`config.mk`:
```
export PLATFORM = sky130hd
export DESIGN_NAME = muldiv_unit
export DESIGN_NICKNAME = d
export VERILOG_FILES = /design/src/rtl/muldiv_pkg.sv /design/src/rtl/muldiv_step.sv /design/src/rtl/muldiv_unit.sv
export SDC_FILE = /design/constraint.sdc
export NUM_CORES = 1
export LEC_CHECK = 0
export CAP_MARGIN = 10
export CORE_MARGIN = 1
export CORE_UTILIZATION = 45
export DETAILED_ROUTE_END_ITERATION = 8
export GPL_TIMING_DRIVEN = 0
export PLACE_DENSITY = 0.67
export SLEW_MARGIN = 40
export SYNTH_ARGS = -nofsm -noshare
export SYNTH_HDL_FRONTEND = slang
export SYNTH_SLANG_ARGS = --single-unit
```
`constraint.sdc`:
```
create_clock -name clk -period 3.49 [get_ports clk]
set_input_delay 0.698 -clock clk [delete_from_list [all_inputs] [get_ports clk]]
set_output_delay 0.698 -clock clk [all_outputs]
set_load 0.005 [all_outputs]
```
`src/rtl/muldiv_pkg.sv`:
```
// Shared types and decode helpers for the iterative RV32M multiply/divide unit.
package muldiv_pkg;

  // func3 encoding of the M-extension operations
  typedef enum logic [2:0] {
    OP_MUL    = 3'd0,
    OP_MULH   = 3'd1,
    OP_MULHSU = 3'd2,
    OP_MULHU  = 3'd3,
    OP_DIV    = 3'd4,
    OP_DIVU   = 3'd5,
    OP_REM    = 3'd6,
    OP_REMU   = 3'd7
  } md_op_e;

  typedef enum logic [1:0] {
    IDLE = 2'd0,
    BUSY = 2'd1,
    DONE = 2'd2
  } md_state_e;

  // Divide and remainder share the upper half of the func3 space
  function automatic logic md_is_div(md_op_e op);
    return op[2];
  endfunction

  // rs1 is treated as two's complement
  function automatic logic md_signed_a(md_op_e op);
    return (op == OP_MULH) || (op == OP_MULHSU) || (op == OP_DIV) || (op == OP_REM);
  endfunction

  // rs2 is treated as two's complement
  function automatic logic md_signed_b(md_op_e op);
    return (op == OP_MULH) || (op == OP_DIV) || (op == OP_REM);
  endfunction

endpackage

```
`src/rtl/muldiv_step.sv`:
```
// Combinational iteration slice: BITS_PER_CYCLE shift-add (multiply) or
// restoring-subtract (divide) steps applied to the packed partial state.
//   multiply: part = {accumulator, remaining multiplier bits}, opnd = multiplicand
//   divide:   part = {partial remainder, dividend/quotient bits}, opnd = divisor
module muldiv_step
  import muldiv_pkg::*;
#(
  parameter int XLEN           = 32,
  parameter int BITS_PER_CYCLE = 1
) (
  input  logic                is_div,
  input  logic [XLEN-1:0]     opnd,
  input  logic [2*XLEN-1:0]   part_i,
  output logic [2*XLEN-1:0]   part_o
);

  logic [2*XLEN-1:0] p;
  logic [XLEN:0]     sum;
  logic [XLEN:0]     rem_ext;
  logic [XLEN:0]     diff;

  // Unrolled chain of single-bit steps; the carry/borrow bit is kept in the
  // extra MSB of sum/diff so no information is lost between steps.
  always_comb begin
    p       = part_i;
    sum     = '0;
    rem_ext = '0;
    diff    = '0;
    for (int i = 0; i < BITS_PER_CYCLE; i++) begin
      if (is_div) begin
        rem_ext = {p[2*XLEN-1:XLEN], p[XLEN-1]};
        diff    = rem_ext - {1'b0, opnd};
        if (!diff[XLEN]) begin
          p = {diff[XLEN-1:0], p[XLEN-2:0], 1'b1};
        end else begin
          p = {rem_ext[XLEN-1:0], p[XLEN-2:0], 1'b0};
        end
      end else begin
        sum = {1'b0, p[2*XLEN-1:XLEN]} + (p[0] ? {1'b0, opnd} : {(XLEN+1){1'b0}});
        p   = {sum, p[XLEN-1:1]};
      end
    end
    part_o = p;
  end

endmodule

```
`src/rtl/muldiv_unit.sv`:
```
// Iterative RV32M multiply/divide unit for the execute stage.
// Handshake: a request transfers on a clock edge where in_valid && in_ready
// && !kill; a result transfers on an edge where out_valid && out_ready && !kill.
// Optional build macro MULDIV_FAST_SPECIAL_EN: divide-by-zero, signed divide
// overflow and multiplies with a zero operand go straight from IDLE to DONE.
module muldiv_unit
  import muldiv_pkg::*;
#(
  parameter int XLEN           = 32,
  parameter int BITS_PER_CYCLE = 1
) (
  input  logic            clk,
  input  logic            rst,
  input  logic            in_valid,
  output logic            in_ready,
  input  logic [2:0]      op,
  input  logic [XLEN-1:0] opr_a,
  input  logic [XLEN-1:0] opr_b,
  input  logic [4:0]      rd_in,
  input  logic            kill,
  output logic            out_valid,
  input  logic            out_ready,
  output logic [XLEN-1:0] result,
  output logic [4:0]      rd_out,
  output logic            busy,
  output logic [1:0]      dbg_state
);

  localparam int N  = XLEN / BITS_PER_CYCLE;
  localparam int CW = $clog2(N + 1);
  localparam logic [XLEN-1:0] ONES = {XLEN{1'b1}};
  localparam logic [XLEN-1:0] MIN  = {1'b1, {(XLEN-1){1'b0}}};

  md_state_e         state_q, state_d;
  md_op_e            op_q, op_d;
  logic [4:0]        rd_q, rd_d;
  logic              sign_a_q, sign_a_d;
  logic              sign_b_q, sign_b_d;
  logic              dz_q, dz_d;
  logic [XLEN-1:0]   opnd_q, opnd_d;
  logic [2*XLEN-1:0] part_q, part_d;
  logic [CW-1:0]     cnt_q, cnt_d;
  logic [XLEN-1:0]   result_q, result_d;

  md_op_e            op_in;
  logic              accept;
  logic              in_div;
  logic              in_sa;
  logic              in_sb;
  logic              in_dz;
  logic [XLEN-1:0]   mag_a;
  logic [XLEN-1:0]   mag_b;
  logic              in_fast;
  logic [XLEN-1:0]   fast_result;
  logic [2*XLEN-1:0] step_part;
  logic [2*XLEN-1:0] prod_fix;
  logic [XLEN-1:0]   quot_fix;
  logic [XLEN-1:0]   rem_fix;
  logic [XLEN-1:0]   final_result;

  // Request decode: sign flags and operand magnitudes
  always_comb begin
    op_in  = md_op_e'(op);
    accept = (state_q == IDLE) && in_valid && !kill;
    in_div = md_is_div(op_in);
    in_sa  = md_signed_a(op_in) & opr_a[XLEN-1];
    in_sb  = md_signed_b(op_in) & opr_b[XLEN-1];
    in_dz  = in_div && (opr_b == '0);
    mag_a  = in_sa ? (~opr_a + 1'b1) : opr_a;
    mag_b  = in_sb ? (~opr_b + 1'b1) : opr_b;
  end

`ifdef MULDIV_FAST_SPECIAL_EN
  logic in_ovf;
  // Early-out detection and its directly computed result
  always_comb begin
    in_ovf      = in_div && md_signed_b(op_in) && (opr_a == MIN) && (opr_b == ONES);
    in_fast     = in_dz || in_ovf || (!in_div && ((opr_a == '0) || (opr_b == '0)));
    fast_result = '0;
    if (in_dz) begin
      fast_result = op_in[1] ? opr_a : ONES;
    end else if (in_ovf) begin
      fast_result = op_in[1] ? '0 : opr_a;
    end
  end
`else
  assign in_fast     = 1'b0;
  assign fast_result = '0;
`endif

  muldiv_step #(
    .XLEN           (XLEN),
    .BITS_PER_CYCLE (BITS_PER_CYCLE)
  ) u_step (
    .is_div (md_is_div(op_q)),
    .opnd   (opnd_q),
    .part_i (part_q),
    .part_o (step_part)
  );

  // Sign correction and result selection once the iterations are exhausted.
  // Signed overflow needs no special case: |MIN|/1 = MIN with no negation.
  always_comb begin
    prod_fix = (sign_a_q ^ sign_b_q) ? (~part_q + 1'b1) : part_q;
    if (dz_q) begin
      quot_fix = ONES;
    end else begin
      quot_fix = (sign_a_q ^ sign_b_q) ? (~part_q[XLEN-1:0] + 1'b1) : part_q[XLEN-1:0];
    end
    rem_fix = sign_a_q ? (~part_q[2*XLEN-1:XLEN] + 1'b1) : part_q[2*XLEN-1:XLEN];
    case (op_q)
      OP_MUL:                        final_result = prod_fix[XLEN-1:0];
      OP_MULH, OP_MULHSU, OP_MULHU:  final_result = prod_fix[2*XLEN-1:XLEN];
      OP_DIV, OP_DIVU:               final_result = quot_fix;
      default:                       final_result = rem_fix;
    endcase
  end

  // Next-state logic; kill outranks out_ready
  always_comb begin
    state_d = state_q;
    case (state_q)
      IDLE: if (accept) state_d = in_fast ? DONE : BUSY;
      BUSY: begin
        if (kill)              state_d = IDLE;
        else if (cnt_q == '0)  state_d = DONE;
      end
      DONE: begin
        if (kill || out_ready) state_d = IDLE;
      end
      default: state_d = IDLE;
    endcase
  end

  // Datapath register updates: latch on accept, iterate in BUSY
  always_comb begin
    op_d     = op_q;
    rd_d     = rd_q;
    sign_a_d = sign_a_q;
    sign_b_d = sign_b_q;
    dz_d     = dz_q;
    opnd_d   = opnd_q;
    part_d   = part_q;
    cnt_d    = cnt_q;
    result_d = result_q;
    if (accept) begin
      op_d     = op_in;
      rd_d     = rd_in;
      sign_a_d = in_sa;
      sign_b_d = in_sb;
      dz_d     = in_dz;
      opnd_d   = in_div ? mag_b : mag_a;
      part_d   = {{XLEN{1'b0}}, (in_div ? mag_a : mag_b)};
      cnt_d    = CW'(N);
      if (in_fast) result_d = fast_result;
    end else if ((state_q == BUSY) && !kill) begin
      if (cnt_q != '0) begin
        part_d = step_part;
        cnt_d  = cnt_q - CW'(1);
      end else begin
        result_d = final_result;
      end
    end
  end

  // State and datapath registers with synchronous active-low reset
  always_ff @(posedge clk) begin
    if (!rst) begin
      state_q  <= IDLE;
      op_q     <= OP_MUL;
      rd_q     <= '0;
      sign_a_q <= 1'b0;
      sign_b_q <= 1'b0;
      dz_q     <= 1'b0;
      opnd_q   <= '0;
      part_q   <= '0;
      cnt_q    <= '0;
      result_q <= '0;
    end else begin
      state_q  <= state_d;
      op_q     <= op_d;
      rd_q     <= rd_d;
      sign_a_q <= sign_a_d;
      sign_b_q <= sign_b_d;
      dz_q     <= dz_d;
      opnd_q   <= opnd_d;
      part_q   <= part_d;
      cnt_q    <= cnt_d;
      result_q <= result_d;
    end
  end

  // Outputs decoded from the registered state
  always_comb begin
    in_ready  = (state_q == IDLE);
    out_valid = (state_q == DONE);
    busy      = (state_q != IDLE);
    result    = result_q;
    rd_out    = rd_q;
    dbg_state = state_q;
  end

endmodule
```
======== Word level (Yosys, flattened, before mapping) ========
Cells that the tools add are included.
cells by class
  $add $sub $neg .......................... 8
  equality and inequality tests ........... 14
  multiplexer cells ....................... 23
  bitwise gates (word level) .............. 11
  reductions and logical operators ........ 26
operators with widths
  kind                   count
  $mux 32                11
  $mux 64                3
  $add 32x1->32 const B  4
  $not 32->32            4
  $pmux 32 s3            1
  $add 64x1->64 const B  1
  $not 64->64            1
  $add 32x32->33         1
  $sub 33x32->33         1
  $logic_not 32->1       1
  $mux 6                 3
  $eq 3x3->1 const B     4
  $eq 3x2->1 const B     3
  $mux 2                 4
  $eq 3x1->1 const B     2
  $logic_not 6->1        1
  $logic_or 1x1->1       6
  $pmux 2 s3             1
  $reduce_and 3->1       2
  $reduce_bool 2->1      3
  $reduce_bool 6->1      1
  $sub 6x1->6 const B    1
  $logic_and 1x1->1      4
  $ne 2x1->1 const B     2
  other kinds (12)       17
word-level totals
  register bits ........................... 147
  input port bits ......................... 77
  output and inout bits ................... 42
  word-level logic and storage cells ...... 94

======== Longest topological paths before layout ========
  word-level depth ........................ 8
  mapped depth ............................ 15
  mapped depth without buffers ............ 13

======== By module ========
Synthesis repeated with hierarchy kept, for this count alone.
unflattened totals
  cell total of the unflattened synthesis .. 2134
  area, all modules ....................... 15240.9 um^2
modules (own cells, without submodules)
  module       times used  cells an instance  area each (um^2)  seq. area each (um^2)
  muldiv_unit  1           1446               10420.0           2942.8
  muldiv_step  1           688                4820.9            0.0

======== Worst setup path before layout ========
Ideal clock, no wire load.
  path kind ............................... register to register
  start ................................... register part_q[32]
  end ..................................... register part_q[49]
  library setup time ...................... 117 ps
  data arrival time ....................... 3335 ps
  slack ................................... 38 ps
  cell stages (with the launch flop) ...... 16
  path through ............................ dfxtp_1 clkbuf_1 inv_1 fa_1 nor2b_1 o2111ai_1 a21o_1 a21oi_1 o21ai_0 a221oi_1 nand2_1 buf_2 clkbuf_1 nand2_1 o211ai_1 a32o_1
on the way
  cells in the longest elaborated chain, start to end .. 3
  elaborated cells between the ends (all ways) .. 4
  classes of those cells .................. add/sub (2); mux (2)
RTL lines
  what                    RTL line            RTL
  from (decl)             muldiv_unit.sv:41   logic [2*XLEN-1:0] part_q, part_d;
  from (signal assigned)  muldiv_unit.sv:187  part_q <= part_d;
  $sub 33x32->33          muldiv_step.sv:32   diff = rem_ext - {1'b0, opnd};
  $mux 64                 muldiv_step.sv:33   if (!diff[XLEN]) begin
  $mux 64 (*)             muldiv_step.sv:30   if (is_div) begin
Mark *: on every way between the ends. The rest lies on a longest branch, timed or not.
A chain may end at the register's enable or synchronous reset.

======== Worst setup path after layout ========
  start ................................... register part_q[7]
  end ..................................... register result_q[22], in the netlist result[22]
on the way
  cells in the longest elaborated chain, start to end .. 5
  elaborated cells between the ends (all ways) .. 8
  classes of those cells .................. add/sub (2); mux (4); bitwise (2)
RTL lines
  what                  RTL line            RTL
  $not 32->32           muldiv_unit.sv:108  quot_fix = (sign_a_q ^ sign_b_q) ? (~part_q[XLEN-1:0] + 1'b1) : part_q[XLEN-1:0];
  $add 32x1->32         muldiv_unit.sv:108
  $mux 32               muldiv_unit.sv:108
  $mux 32               muldiv_unit.sv:105  if (dz_q) begin
  $pmux 32 s3 (*)       muldiv_unit.sv:111  case (op_q)
  to (signal assigned)  muldiv_unit.sv:189  result_q <= result_d;
  to (decl)             muldiv_unit.sv:43   logic [XLEN-1:0] result_q, result_d;
Marked as above.

==> impl_metrics.ini <==
[global_route]
grt_pass1_vias = 14800
grt_max_degree = 17
antenna_found_initial = 1
overflow = 0
grt_pass1_wl_um = 89200
groute.usage.overall_pct = 37.2

[logic_synthesis]
ys_seq_area_share_pct = 20.8
syn_nets = 2132
yosys_warnings = 0
synth_top_area_share_pct = 20.8
syn-instance-count = 1983
ys.flop_type = dfxtp_1
ys_ff_latch = 147
synth_edf_count = 0
syn_area_per_cell_um2 = 7.12
synth_common_cells = nand2_1 (238), a21oi_1 (202), nor2_1 (189), dfxtp_1 (147), o21ai_0 (140)
synthTopCellsByArea = dfxtp_1 (21%), a21oi_1 (7.2%), xor2_1 (6.9%)
synth_cell_types = 75
yosysMostFrequentCell = nand2_1
ys_async_sr_fraction_pct = 0
synth_area_leader_cell = dfxtp_1
synth.cell_area_um2 = 14100

[setup_path]
critPathKind = register to register
required_ns = 3.84
path_delay_family = simple AND/OR/NAND/NOR gates
cp_cell_sequence = or4_4 -> or4_4 -> or3_4 -> or4_4 -> buf_6 -> or3_4 -> buf_4 -> o21ai_2 -> xnor2_1 -> o21ai_2 -> nand2_1
setup.worst_path.start_class = register
crit_top_cell = or4_4
slowest_delay_ns = 0.53
crit_buf_inv = 2
cp_max_fo = 6
cp_data_arrival_time_ns = 3.78
crit_slowest_cell = or4_4
crit_path_end_kind = register

[sta]
fmax_mhz = 291
final_max_slew_viol_count = 0
finalSetupViolations = 0
skew_ns = 0.0203
rsz0062_at_grt = true
slew_headroom_pct = 41.2
hold_ws_ns = 0.442
tightest_slew_ns = 0.882
period_needed_ns = 3.43
finalHoldViolCount = 0
post-route-period-util_pct = 98.3

[routing]
drt-total-wl_um = 59800
via_per_inst = 6.24
ant_nets = 0
drc_errors = 4
first_iter_violations = 1817
firstDrtPassIters = 9
wl_per_cell_um = 23.3
vias = 16000

[placed_design]
io_buffers = 117
dp_cells = 2497
finalWeightedCongestion = 0.984
hpwlAfterDp_um = 46600

[flow_run]
cap_violations = 0

[status]
violations = design-rule violations
status = finished with violations

[die]
ios = 119
core_um2 = 30700
fp.dieArea_um2 = 32100
fp.dieW_um = 179
placementRows = 64
fp.dieH_um = 179
start_util_pct = 45.9

[cts]
clk_latency_ns = 0.47
htree_num_levels = 4
clockBufferDepth = 2
cts.sinks = 147
numCtsBuffers = 17
cts_tree = done
cts-root-buf = clkbuf_16
path_clk_slew_ns = 0.07

[finish]
syn2layout_area_growth_pct = 22.7
final_cells = 2560
drive_gt1_share_pct = 9.84
nets = 2300
antenna_cells = 0

[power]
irDropWorstVdd_mv = 0.371
cellPowerDensity_nw_per_um2 = 323
power.leakage_uw = 0.00669

[min_path]
min-delay-path-class = register to register
-- per-stage QoR --
| stage | area (µm²) | setup TNS [ns] | setup slack [ns] | power [µW] | utilization [%] |
|---|---|---|---|---|---|
| CTS | 16800 | 0 | 0.00287 | 5450 | 54.6 |
| finish | 17300 | 0 | 0.0593 | 5600 | 56.3 |
| global route | 17300 | -0.266 | -0.0470 | 5800 | 56.3 |
| global placement | 15800 | -72.67 | -1.42 | 3390 | 51.3 |
| detailed placement | 15800 | -63.96 | -1.45 | 3410 | 51.4 |
| floorplan | 14100 | 0 | 0.0380 | 2840 | - |
-- flip-flops by register name, summed over array words and instances (netlist names) --
name       flops
sign_b_q       1
part_q        64
op_q           3
dz_q           1
sign_a_q       1
result        32
opnd_q        32
rd_out         5
dbg_state      2
cnt_q          6
-- worst min-delay path, cell delays in order, from the launching register on --
cell and delay (ns):
dfxtp_1 0.31, nand2_1 0.05, nand2_1 0.04
-- layer usage --
layer,up-vias,track usage (%),share of wire [%]
li1,7476,-,-
met1,7562,50.5,44
met2,799,57.5,43
met3,143,5.89,7.9
met4,2,16.8,4.9
met5,-,0,0.022
-- report_power, final --
part | switching [µW] | total (µW) | internal, µW
logic | 1080 | 1780 | 701
clock network | 902 | 1990 | 1090
registers | 82.2 | 1830 | 1740
total | 2070 | 5600 | 3530
-- cell families after synthesis --
kind of cell / share of synthesized area (%)
AO/OA/AOI/OAI: 29.6
AND/OR/NAND/NOR: 20.8
XOR/XNOR: 13.0
buffers and inverters: 5.63
flip-flops: 20.8
adder cells (fa/ha/maj): 6.49
multiplexers: 3.70
-- final timing paths --
check | startpoint | to | slack (ns) | cells after the start
worst max-delay path | part_q[7] | result[22] | 0.06 | 11
worst min-delay path | result[25] | result[25] | 0.44 | 2
worst max register to register | part_q[7] | result[22] | 0.06 | 11
worst min register to register | result[25] | result[25] | 0.44 | 2
-- timing repair --
item	4_1_cts	5_1_grt
gates resized for setup	84	94
buffers inserted	10	26
hold buffers	0	0
endpoints found under the setup margin	75	71
pin swaps	13	35
hold endpoints to repair	0	0
-- layout by cell type (no fill, tap or decap), types with 15 or more instances in the layout --
master / Yosys / final
dfxtp_1: 147 / 132
clkbuf_16: 0 / 17
a21o_1: 39 / 39
nand3_1: 29 / 28
clkbuf_1: 128 / 111
xnor2_1: 99 / 95
clkdlybuf4s50_1: 0 / 116
nor3_1: 36 / 32
a31oi_1: 15 / 15
o21ai_1: 10 / 17
xor2_1: 111 / 109
nor2_1: 189 / 187
ha_1: 70 / 63
o21ai_0: 140 / 125
o211ai_1: 73 / 73
nor4_1: 22 / 15
nand2_1: 238 / 235
and2_1: 20 / 20
a21oi_1: 202 / 195
a221oi_1: 19 / 16
a211oi_1: 34 / 30
nand2b_1: 19 / 17
inv_1: 64 / 62
buf_4: 0 / 35
mux2i_1: 42 / 42
o31ai_1: 25 / 25
-- area by class of cell --
type,instances,area (µm²)
Sequential cell,147,2970
Buffer,136,587
Inverter,67,264
Multi-Input combinational cell,1628,10900
Clock inverter,15,188
Clock buffer,17,425
Tap cell,396,495
Fill cell,2988,13400
Timing Repair Buffer,154,1460
Power figures use the tool's default switching activity.
